`src/rtl/cdb_arbiter_if.sv`:
```
// Result-source handshake and dual common-data-bus lanes shared by the reservation stations and the ROB.
interface cdb_arbiter_if #(
  parameter int unsigned NUM_SRC = 4,
  parameter int unsigned DATA_W  = 32,
  parameter int unsigned ROB_W   = 6
);
  logic [NUM_SRC-1:0]        src_valid;
  logic [NUM_SRC*ROB_W-1:0]  src_rob;
  logic [NUM_SRC*DATA_W-1:0] src_data;
  logic [NUM_SRC-1:0]        src_ready;
  logic                      flush;
  logic                      CDBiscast;
  logic [ROB_W-1:0]          CDBrobNum;
  logic [DATA_W-1:0]         CDBdata;
  logic                      CDBiscast2;
  logic [ROB_W-1:0]          CDBrobNum2;
  logic [DATA_W-1:0]         CDBdata2;

  // Source side: functional units presenting results.
  modport master (
    output src_valid, src_rob, src_data, flush,
    input  src_ready, CDBiscast, CDBrobNum, CDBdata, CDBiscast2, CDBrobNum2, CDBdata2
  );

  // Arbiter side: queues results and drives both lanes.
  modport slave (
    input  src_valid, src_rob, src_data, flush,
    output src_ready, CDBiscast, CDBrobNum, CDBdata, CDBiscast2, CDBrobNum2, CDBdata2
  );
endinterface

```
`src/rtl/cdb_arbiter.sv`:
```
// Per-source result FIFOs with round-robin grant of up to two results per cycle onto the CDB lanes.
module cdb_arbiter #(
  parameter int unsigned     NUM_SRC     = 4,
  parameter int unsigned     DEPTH       = 2,
  parameter int unsigned     DATA_W      = 32,
  parameter int unsigned     ROB_W       = 6,
  parameter logic [ROB_W-1:0] INVALID_TAG = ROB_W'(16)
) (
  input  logic         clock,
  input  logic         rst_n,
  cdb_arbiter_if.slave bus
);

  localparam int unsigned SRC_W = (NUM_SRC > 1) ? $clog2(NUM_SRC) : 1;
  localparam int unsigned PTR_W = (DEPTH > 1) ? $clog2(DEPTH) : 1;
  localparam int unsigned CNT_W = $clog2(DEPTH + 1);

  logic [ROB_W-1:0]  tag_mem  [NUM_SRC][DEPTH];
  logic [DATA_W-1:0] data_mem [NUM_SRC][DEPTH];
  logic [PTR_W-1:0]  rd_ptr   [NUM_SRC];
  logic [PTR_W-1:0]  wr_ptr   [NUM_SRC];
  logic [CNT_W-1:0]  count    [NUM_SRC];
  logic [SRC_W-1:0]  rr_ptr;

  logic [NUM_SRC-1:0] push;
  logic [NUM_SRC-1:0] pop;
  logic               g0_valid;
  logic               g1_valid;
  logic [SRC_W-1:0]   g0_idx;
  logic [SRC_W-1:0]   g1_idx;
  logic [SRC_W-1:0]   scan_idx;

  function automatic logic [PTR_W-1:0] ptr_inc(input logic [PTR_W-1:0] p);
    return (32'(p) == DEPTH - 1) ? '0 : PTR_W'(p + PTR_W'(1));
  endfunction

  function automatic logic [SRC_W-1:0] src_inc(input logic [SRC_W-1:0] s);
    return (32'(s) == NUM_SRC - 1) ? '0 : SRC_W'(s + SRC_W'(1));
  endfunction

  // Ready depends on registered occupancy only; a same-cycle pop never frees space.
  always_comb begin
    bus.src_ready = '0;
    push          = '0;
    for (int k = 0; k < NUM_SRC; k++) begin
      bus.src_ready[k] = (count[k] != CNT_W'(DEPTH)) && rst_n && !bus.flush;
      push[k]          = bus.src_valid[k] && bus.src_ready[k];
    end
  end

  // Scan from rr_ptr: first non-empty source gets lane 0, next distinct one gets lane 1.
  always_comb begin
    g0_valid = 1'b0;
    g1_valid = 1'b0;
    g0_idx   = '0;
    g1_idx   = '0;
    scan_idx = rr_ptr;
    for (int i = 0; i < NUM_SRC; i++) begin
      if (count[scan_idx] != '0) begin
        if (!g0_valid) begin
          g0_valid = 1'b1;
          g0_idx   = scan_idx;
        end else if (!g1_valid) begin
          g1_valid = 1'b1;
          g1_idx   = scan_idx;
        end
      end
      scan_idx = src_inc(scan_idx);
    end
  end

  always_comb begin
    pop = '0;
    for (int k = 0; k < NUM_SRC; k++) begin
      pop[k] = (g0_valid && (g0_idx == SRC_W'(k))) || (g1_valid && (g1_idx == SRC_W'(k)));
    end
  end

  // FIFO bookkeeping; flush and reset both empty every queue.
  always_ff @(posedge clock) begin
    for (int k = 0; k < NUM_SRC; k++) begin
      if (!rst_n || bus.flush) begin
        rd_ptr[k] <= '0;
        wr_ptr[k] <= '0;
        count[k]  <= '0;
      end else begin
        if (push[k]) wr_ptr[k] <= ptr_inc(wr_ptr[k]);
        if (pop[k])  rd_ptr[k] <= ptr_inc(rd_ptr[k]);
        if (push[k] && !pop[k])      count[k] <= count[k] + CNT_W'(1);
        else if (!push[k] && pop[k]) count[k] <= count[k] - CNT_W'(1);
      end
    end
  end

  always_ff @(posedge clock) begin
    for (int k = 0; k < NUM_SRC; k++) begin
      if (push[k]) begin
        tag_mem[k][wr_ptr[k]]  <= bus.src_rob[k*ROB_W +: ROB_W];
        data_mem[k][wr_ptr[k]] <= bus.src_data[k*DATA_W +: DATA_W];
      end
    end
  end

  // Registered lane outputs and round-robin pointer.
  always_ff @(posedge clock) begin
    if (!rst_n || bus.flush) begin
      bus.CDBiscast  <= 1'b0;
      bus.CDBrobNum  <= INVALID_TAG;
      bus.CDBdata    <= '0;
      bus.CDBiscast2 <= 1'b0;
      bus.CDBrobNum2 <= INVALID_TAG;
      bus.CDBdata2   <= '0;
      rr_ptr         <= '0;
    end else begin
      bus.CDBiscast  <= g0_valid;
      bus.CDBrobNum  <= g0_valid ? tag_mem[g0_idx][rd_ptr[g0_idx]]  : INVALID_TAG;
      bus.CDBdata    <= g0_valid ? data_mem[g0_idx][rd_ptr[g0_idx]] : '0;
      bus.CDBiscast2 <= g1_valid;
      bus.CDBrobNum2 <= g1_valid ? tag_mem[g1_idx][rd_ptr[g1_idx]]  : INVALID_TAG;
      bus.CDBdata2   <= g1_valid ? data_mem[g1_idx][rd_ptr[g1_idx]] : '0;
      if (g1_valid)      rr_ptr <= src_inc(g1_idx);
      else if (g0_valid) rr_ptr <= src_inc(g0_idx);
    end
  end

endmodule

```
`src/flat_wrapper.sv`:
```
// flat-port wrapper written by rule: the top's interface ports become plain ports
module cdb_arbiter_flat 
#(
  parameter int unsigned     NUM_SRC     = 4,
  parameter int unsigned     DEPTH       = 2,
  parameter int unsigned     DATA_W      = 32,
  parameter int unsigned     ROB_W       = 6,
  parameter logic [ROB_W-1:0] INVALID_TAG = ROB_W'(16)
)
  (clock, rst_n, bus_src_valid, bus_src_rob, bus_src_data, bus_flush, bus_src_ready, bus_CDBiscast, bus_CDBrobNum, bus_CDBdata, bus_CDBiscast2, bus_CDBrobNum2, bus_CDBdata2);
  cdb_arbiter_if #(.NUM_SRC(NUM_SRC), .DATA_W(DATA_W), .ROB_W(ROB_W)) bus_i ();
  input  logic clock;
  input  logic rst_n;
  input wire logic [$bits(bus_i.src_valid)-1:0] bus_src_valid;
  input wire logic [$bits(bus_i.src_rob)-1:0] bus_src_rob;
  input wire logic [$bits(bus_i.src_data)-1:0] bus_src_data;
  input wire logic [$bits(bus_i.flush)-1:0] bus_flush;
  output wire logic [$bits(bus_i.src_ready)-1:0] bus_src_ready;
  output wire logic [$bits(bus_i.CDBiscast)-1:0] bus_CDBiscast;
  output wire logic [$bits(bus_i.CDBrobNum)-1:0] bus_CDBrobNum;
  output wire logic [$bits(bus_i.CDBdata)-1:0] bus_CDBdata;
  output wire logic [$bits(bus_i.CDBiscast2)-1:0] bus_CDBiscast2;
  output wire logic [$bits(bus_i.CDBrobNum2)-1:0] bus_CDBrobNum2;
  output wire logic [$bits(bus_i.CDBdata2)-1:0] bus_CDBdata2;
  assign bus_i.src_valid = bus_src_valid;
  assign bus_i.src_rob = bus_src_rob;
  assign bus_i.src_data = bus_src_data;
  assign bus_i.flush = bus_flush;
  assign bus_src_ready = bus_i.src_ready;
  assign bus_CDBiscast = bus_i.CDBiscast;
  assign bus_CDBrobNum = bus_i.CDBrobNum;
  assign bus_CDBdata = bus_i.CDBdata;
  assign bus_CDBiscast2 = bus_i.CDBiscast2;
  assign bus_CDBrobNum2 = bus_i.CDBrobNum2;
  assign bus_CDBdata2 = bus_i.CDBdata2;
  cdb_arbiter #(.NUM_SRC(NUM_SRC), .DEPTH(DEPTH), .DATA_W(DATA_W), .ROB_W(ROB_W), .INVALID_TAG(INVALID_TAG)) u_core (.clock(clock), .rst_n(rst_n), .bus(bus_i));
endmodule
```
`config.mk`:
```
export PLATFORM = sky130hd
export DESIGN_NAME = cdb_arbiter_flat
export DESIGN_NICKNAME = d
export VERILOG_FILES = /design/src/rtl/cdb_arbiter_if.sv /design/src/rtl/cdb_arbiter.sv /design/src/flat_wrapper.sv
export SDC_FILE = /design/constraint.sdc
export NUM_CORES = 1
export LEC_CHECK = 0
export CAP_MARGIN = 20
export CORE_ASPECT_RATIO = 0.8
export CORE_MARGIN = 1
export CORE_UTILIZATION = 50
export DETAILED_ROUTE_END_ITERATION = 8
export PLACE_DENSITY = 0.83
export SLEW_MARGIN = 0
export SYNTH_ARGS = -nofsm -noshare
export SYNTH_HDL_FRONTEND = slang
export SYNTH_SLANG_ARGS = --single-unit
```
`constraint.sdc`:
```
create_clock -name clock -period 4.7 [get_ports clock]
set_clock_uncertainty 0.1 [all_clocks]
set_input_delay 0.94 -clock clock [delete_from_list [all_inputs] [get_ports clock]]
set_output_delay 0.94 -clock clock [all_outputs]
set_load 0.02 [all_outputs]
```
* Word level (Yosys, flattened, before mapping) *
Memory sizes are Yosys's and may differ from the RTL's. A register that Yosys moved wholly into a read port is not among the register bits.
Cells that the tools add are included.

cells by class
  $add $sub $neg = 21
  magnitude comparators = 10
  equal/unequal tests = 13
  mux-type cells = 148
  bitwise operators = 24
  reduce and logical (&&, ||, !) cells = 56

operators by type and width
  operator                                                  count
  2-to-1 mux 32 bit                                         10
  2-to-1 mux 64 bit                                         4
  demux 32 bit (select 1 bit)                               4
  2-to-1 mux 1 bit                                          80
  2-to-1 mux 2 bit                                          32
  2-to-1 mux 6 bit                                          10
  2-to-1 mux 12 bit                                         4
  logical AND 1 bit                                         32
  demux 6 bit (select 1 bit)                                4
  adder 2 x 1 -> 2 bit, second input constant               9
  OR 1 bit                                                  16
  == test 2 bit, second input constant                      7
  greater-or-equal comparator 2 bit, second input constant  6
  NOT 1 -> 2 bit                                            6
  logical NOT 1 bit                                         10
  nonzero test 2 bit                                        5
  adder 1 bit, second input constant                        8
  < comparator 2 x 1 -> 1 bit, second input constant        4
  inequality test 2 bit, second input constant              4
  subtractor 2 x 1 -> 2 bit, second input constant          4
  logical OR 1 bit                                          5
  == test 2 x 1 -> 1 bit, second input constant             2
  logical NOT 2 bit                                         2
  OR reduction 2 bit                                        2
  NOT 1 bit                                                 2

storage, ports and cells
  bits in registers = 80
  bits in writable memories = 320
  input port bits = 159
  output and inout bits = 82
  word-level logic and storage cells = 284
  memories kept = 5

memories
  memory           depth  width  read ports  clocked after memory_dff  write ports  RTL line           text
  u_core.data_mem  4      64     2           0                         4            cdb_arbiter.sv:19  logic [DATA_W-1:0] data_mem [NUM_SRC][DEPTH];
  u_core.tag_mem   4      12     2           0                         4            cdb_arbiter.sv:18  logic [ROB_W-1:0] tag_mem [NUM_SRC][DEPTH];
  u_core.count     4      2      8           1                         4            cdb_arbiter.sv:22  logic [CNT_W-1:0] count [NUM_SRC];
  u_core.rd_ptr    4      1      6           0                         4            cdb_arbiter.sv:20  logic [PTR_W-1:0] rd_ptr [NUM_SRC];
  u_core.wr_ptr    4      1      4           0                         4            cdb_arbiter.sv:21  logic [PTR_W-1:0] wr_ptr [NUM_SRC];

* Logic depth before layout (Yosys ltp) *
Gate-level depths: netlist (run 1).
An unclocked memory read counts as a cell.

  depth after elaboration = 21
  gate-level depth with buffers = 16
  mapped depth without buffers = 12

* Worst setup path before layout (run 1) *
No wires, ideal clock.

  kind = input-to-reg
  start = input bus_flush
  end = memory u_core.data_mem[3][0] (netlist name) (enable)
  library setup time = 0.480 ns
  data arrival time = 4.008 ns
  required time = 4.120 ns
  setup slack = 0.112 ns
  cell stages on the path = 3
  cells stage by stage = nand2b_1 buf_1 nor3_1

RTL lines
  element      RTL line            text
  from (decl)  flat_wrapper.sv:17  input wire logic [$bits(bus_i.flush)-1:0] bus_flush;
  to (decl)    cdb_arbiter.sv:19

==> results of run 1 <==
layout by cell type (no fill, tap or decap), types with 7 or more instances in the layout:
cell type	netlist	layout
a21oi_1	81	81
a221oi_1	39	39
bufinv_16	0	7
o21ai_0	78	78
buf_12	0	7
clkbuf_16	0	41
dfxtp_1	82	82
and3_1	42	39
inv_1	126	125
o2111ai_1	74	74
mux2_2	74	74
nand4_1	38	38
ha_1	9	9
buf_4	9	47
nand2_1	24	22
o211ai_1	228	228
nor2_1	18	15
a221o_1	37	37
o221ai_1	38	38
clkinv_2	0	9
clkdlybuf4s50_1	0	240
edfxtp_1	320	320
nand3_1	43	43
nor3_1	17	14
per-layer routing:
layer,track usage,up-vias
li1,-,6863
met1,0.444,7872
met2,0.511,1769
met3,0.0992,386
met4,0.173,0
met5,0,-
registers in the layout, summed over array words and instances, names as in the netlist, named ones only:
signal / cells
u_core.tag_mem: 48
u_core.bus.CDBrobNum: 6
u_core.bus.CDBrobNum2: 6
u_core.rr_ptr: 2
u_core.bus.CDBdata: 32
u_core.bus.CDBiscast2: 1
u_core.bus.CDBdata2: 32
u_core.count: 8
u_core.data_mem: 256
u_core.wr_ptr: 4
u_core.rd_ptr: 4
u_core.bus.CDBiscast: 1
report_power, final:
part / internal [mW] / switching (mW) / total, mW
clock: 2.03 / 1.39 / 3.42
combinational: 4.16 / 8.25 / 12.4
sequential: 4.22 / 0.210 / 4.43
logic make-up (layout without fill, tap and decap cells):
logic type | Yosys count | count (layout) | synth area share
mux | 81 | 81 | 0.0485
buf+inv | 318 | 495 | 0.0694
simple gates | 211 | 211 | 0.0597
other cells | 0 | 1 | 0
compound gates | 614 | 614 | 0.234
fa+ha+maj | 10 | 10 | 0.00632
xor+xnor | 4 | 4 | 0.00181
flops | 402 | 402 | 0.580
cell type report:
cell class              instances  area, um^2
inverters                     128         485
well taps                     495         619
flip-flops and latches        402       11300
diodes                          1        2.50
multi-input cells             920        6920
fillers                      2855       14600
clock inverters                25         312
repair buffers                294        2900
clock buffers                  48        1080
Yosys cell counts, drive strengths merged, types with 4 or more instances:
cell type and n:
clkbuf 126, o211a 4, and2 4, a221oi 39, ha 9, a211oi 4, and3 42, edfxtp 320
a21oi 81, o2111ai 75, nand3 43, or4 4, nand4 38, buf 64, mux2i 4, nand2 24
nor3 18, xnor2 4, mux2 74, a221o 38, or2 6, o31ai 6, o21ai 79, dfxtp 82
nor2 18, o221ai 38, inv 128, o211ai 228
metrics by stage:
stage | power (mW) | std cells | area, um^2 | hold slack [ps] | util
2_1_floorplan | 12.9 | 1640 | 19400 | 398 | -
3_3_place_gp | 15.9 | 2239 | 22200 | 458 | 0.580
3_5_place_dp | 16.3 | 2239 | 22200 | 470 | 0.580
4_1_cts | 19.7 | 2312 | 23600 | 478 | 0.617
5_1_grt | 20.9 | 2313 | 23600 | 514 | 0.617
6_report | 20.3 | 2313 | 23600 | 480 | 0.617
how the worst max path moves through the flow:
stage,slack (ps),from,end
2_1_floorplan,110,bus_flush,u_core.data_mem[3][0]$_DFFE_PP_
3_3_place_gp,690,u_core.count[2][0]$_SDFFCE_PN0P_,u_core.bus.CDBdata[10]$_SDFF_PP0_
3_5_place_dp,550,u_core.count[2][0]$_SDFFCE_PN0P_,u_core.bus.CDBdata[6]$_SDFF_PP0_
4_1_cts,540,u_core.count[2][0]$_SDFFCE_PN0P_,u_core.bus.CDBdata[6]$_SDFF_PP0_
5_1_grt,390,u_core.count[2][0]$_SDFFCE_PN0P_,u_core.bus.CDBdata[6]$_SDFF_PP0_
6_report,410,u_core.count[2][0]$_SDFFCE_PN0P_,u_core.bus.CDBdata[6]$_SDFF_PP0_
==> impl_metrics.yaml, run 1 <==
run_status:
  outcome: "finished with violations"
  violations: "DRC"
die:
  num_io_pins: 241
  chipHeight_um: 178
  coreArea_mm2: 0.0382
  die-area_mm2: 0.0396
  num_rows: 64
  die_x_um: 222
  start_util: 0.508
worst_setup_path:
  path_max_fanout: 30
  crit_cells: 8
  r2r_end: "u_core.bus.CDBdata[6]$_SDFF_PP0_"
  cp_slowest_cell: "or4_4"
  slowest_delay_ps: 790
  crit_arrival_ps: 4680
  path_buf_inv: 1
  worstRegToRegCells: 8
  end_kind: "register"
  path_delay_family: "simple AND/OR/NAND/NOR gates"
  path_cells: "or2_1 -> mux4_2 -> or4_4 -> nand3_1 -> o2111ai_4 -> buf_4 -> a221o_1 -> a21oi_1"
  worstPathRequired_ps: 5090
  worstSetupPathType: "register to register"
  worst-r2r-setup-slack_ps: 410
  start_kind: "register"
  timing.rr.start: "u_core.count[2][0]$_SDFFCE_PN0P_"
sta:
  setup_ws_ps: 409
  setup_tns_ps: 0
  period_share: 0.913
  final_hold_viol_count: 0
  fin_crit_ps: 4290
  relSlewSlack: 0.279
  slew_viol_final: 0
  fmax_ghz: 0.233
  setup_viol: 0
  rsz0062_at_grt: "false"
  worstMarginPinSlew_ps: 1080
cts:
  cts_resized: 0
  tritoncts: "done"
  root_buffer: "clkbuf_16"
  clk_latency_ps: 570
  cts_hold_buf: 0
  post-cts-setup-buffer-count: 0
  cts_buffer_depth: 3
  numCtsBuffers: 40
  clk_transition_reported_paths_ps: 60
  cts_sinks: 402
  cts_max_level: 2
synth:
  synth-warning-count: 0
  synth_top_area_cell: "edfxtp_1"
  synth-seq-cells: 402
  synth_top_cells_by_area: "edfxtp_1 (50%), o211ai_1 (8.8%), dfxtp_1 (8.5%)"
  synth_area_per_cell_um2: 11.8
  netlist_area_mm2: 0.0194
  yosysUniqueCellTypes: 64
  async_flop_share: 0
  yosysSeqAreaShare: 0.580
  syn_nets: 1808
  synth_ff_type: "edfxtp_1"
  synth_top_area_share: 0.495
  synthCells: 1640
  synth-edff-count: 320
global_route:
  grt_util_all_layers: 0.338
  grt_max_degree: 120
  gr-total-overflow: 0
  antenna_found_initial: 1
  first_global_vias: 16605
  grt_pass1_wl_um: 101000
power:
  p_leak_nw: 7.93
  ir_worst_vdd_mv: 1.30
  power_per_cell_area_mw_per_mm2: 860
hold_path:
  hold_path_class: "register to register"
  whs_endpoint: "u_core.rd_ptr[3]$_DFFE_PP_"
  hold_depth: 1
  min-delay-start: "u_core.rd_ptr[3]$_DFFE_PP_"
drt:
  drtAntennaViolNets: 0
  wl_met1_um: 24300
  remaining_drc_errors: 4
  top_layer: "met4"
  drt-initial-drc-count: 3458
  routed_via_density: 7.30
  dr.pass1.iters: 9
  wl_um: 68000
  wl_met2_um: 29500
  dr_wl_met3_um: 10600
  post_drt_wl_per_cell_um: 29.4
  vias: 16890
final_layout:
  drive_above_1_share: 0.128
  areaGrowthSynthToFinish_pct: 21.5
  nNetsFinal: 1954
run:
  cap_violations: 0
placed_design:
  place_ws_ps: 555
  io_buffer_count: 240
  dp_hpwl_um: 39500
  globalplace.congestion: 0.909
No activity file was read; power rests on OpenSTA's default activity.
==> run 2, diff against run 1 <==
Settings changed: ABC_CLOCK_PERIOD_IN_PS set to 4700.
==> results of run 2 <==
Final layout, timing and power as in run 1 (identical DEF).
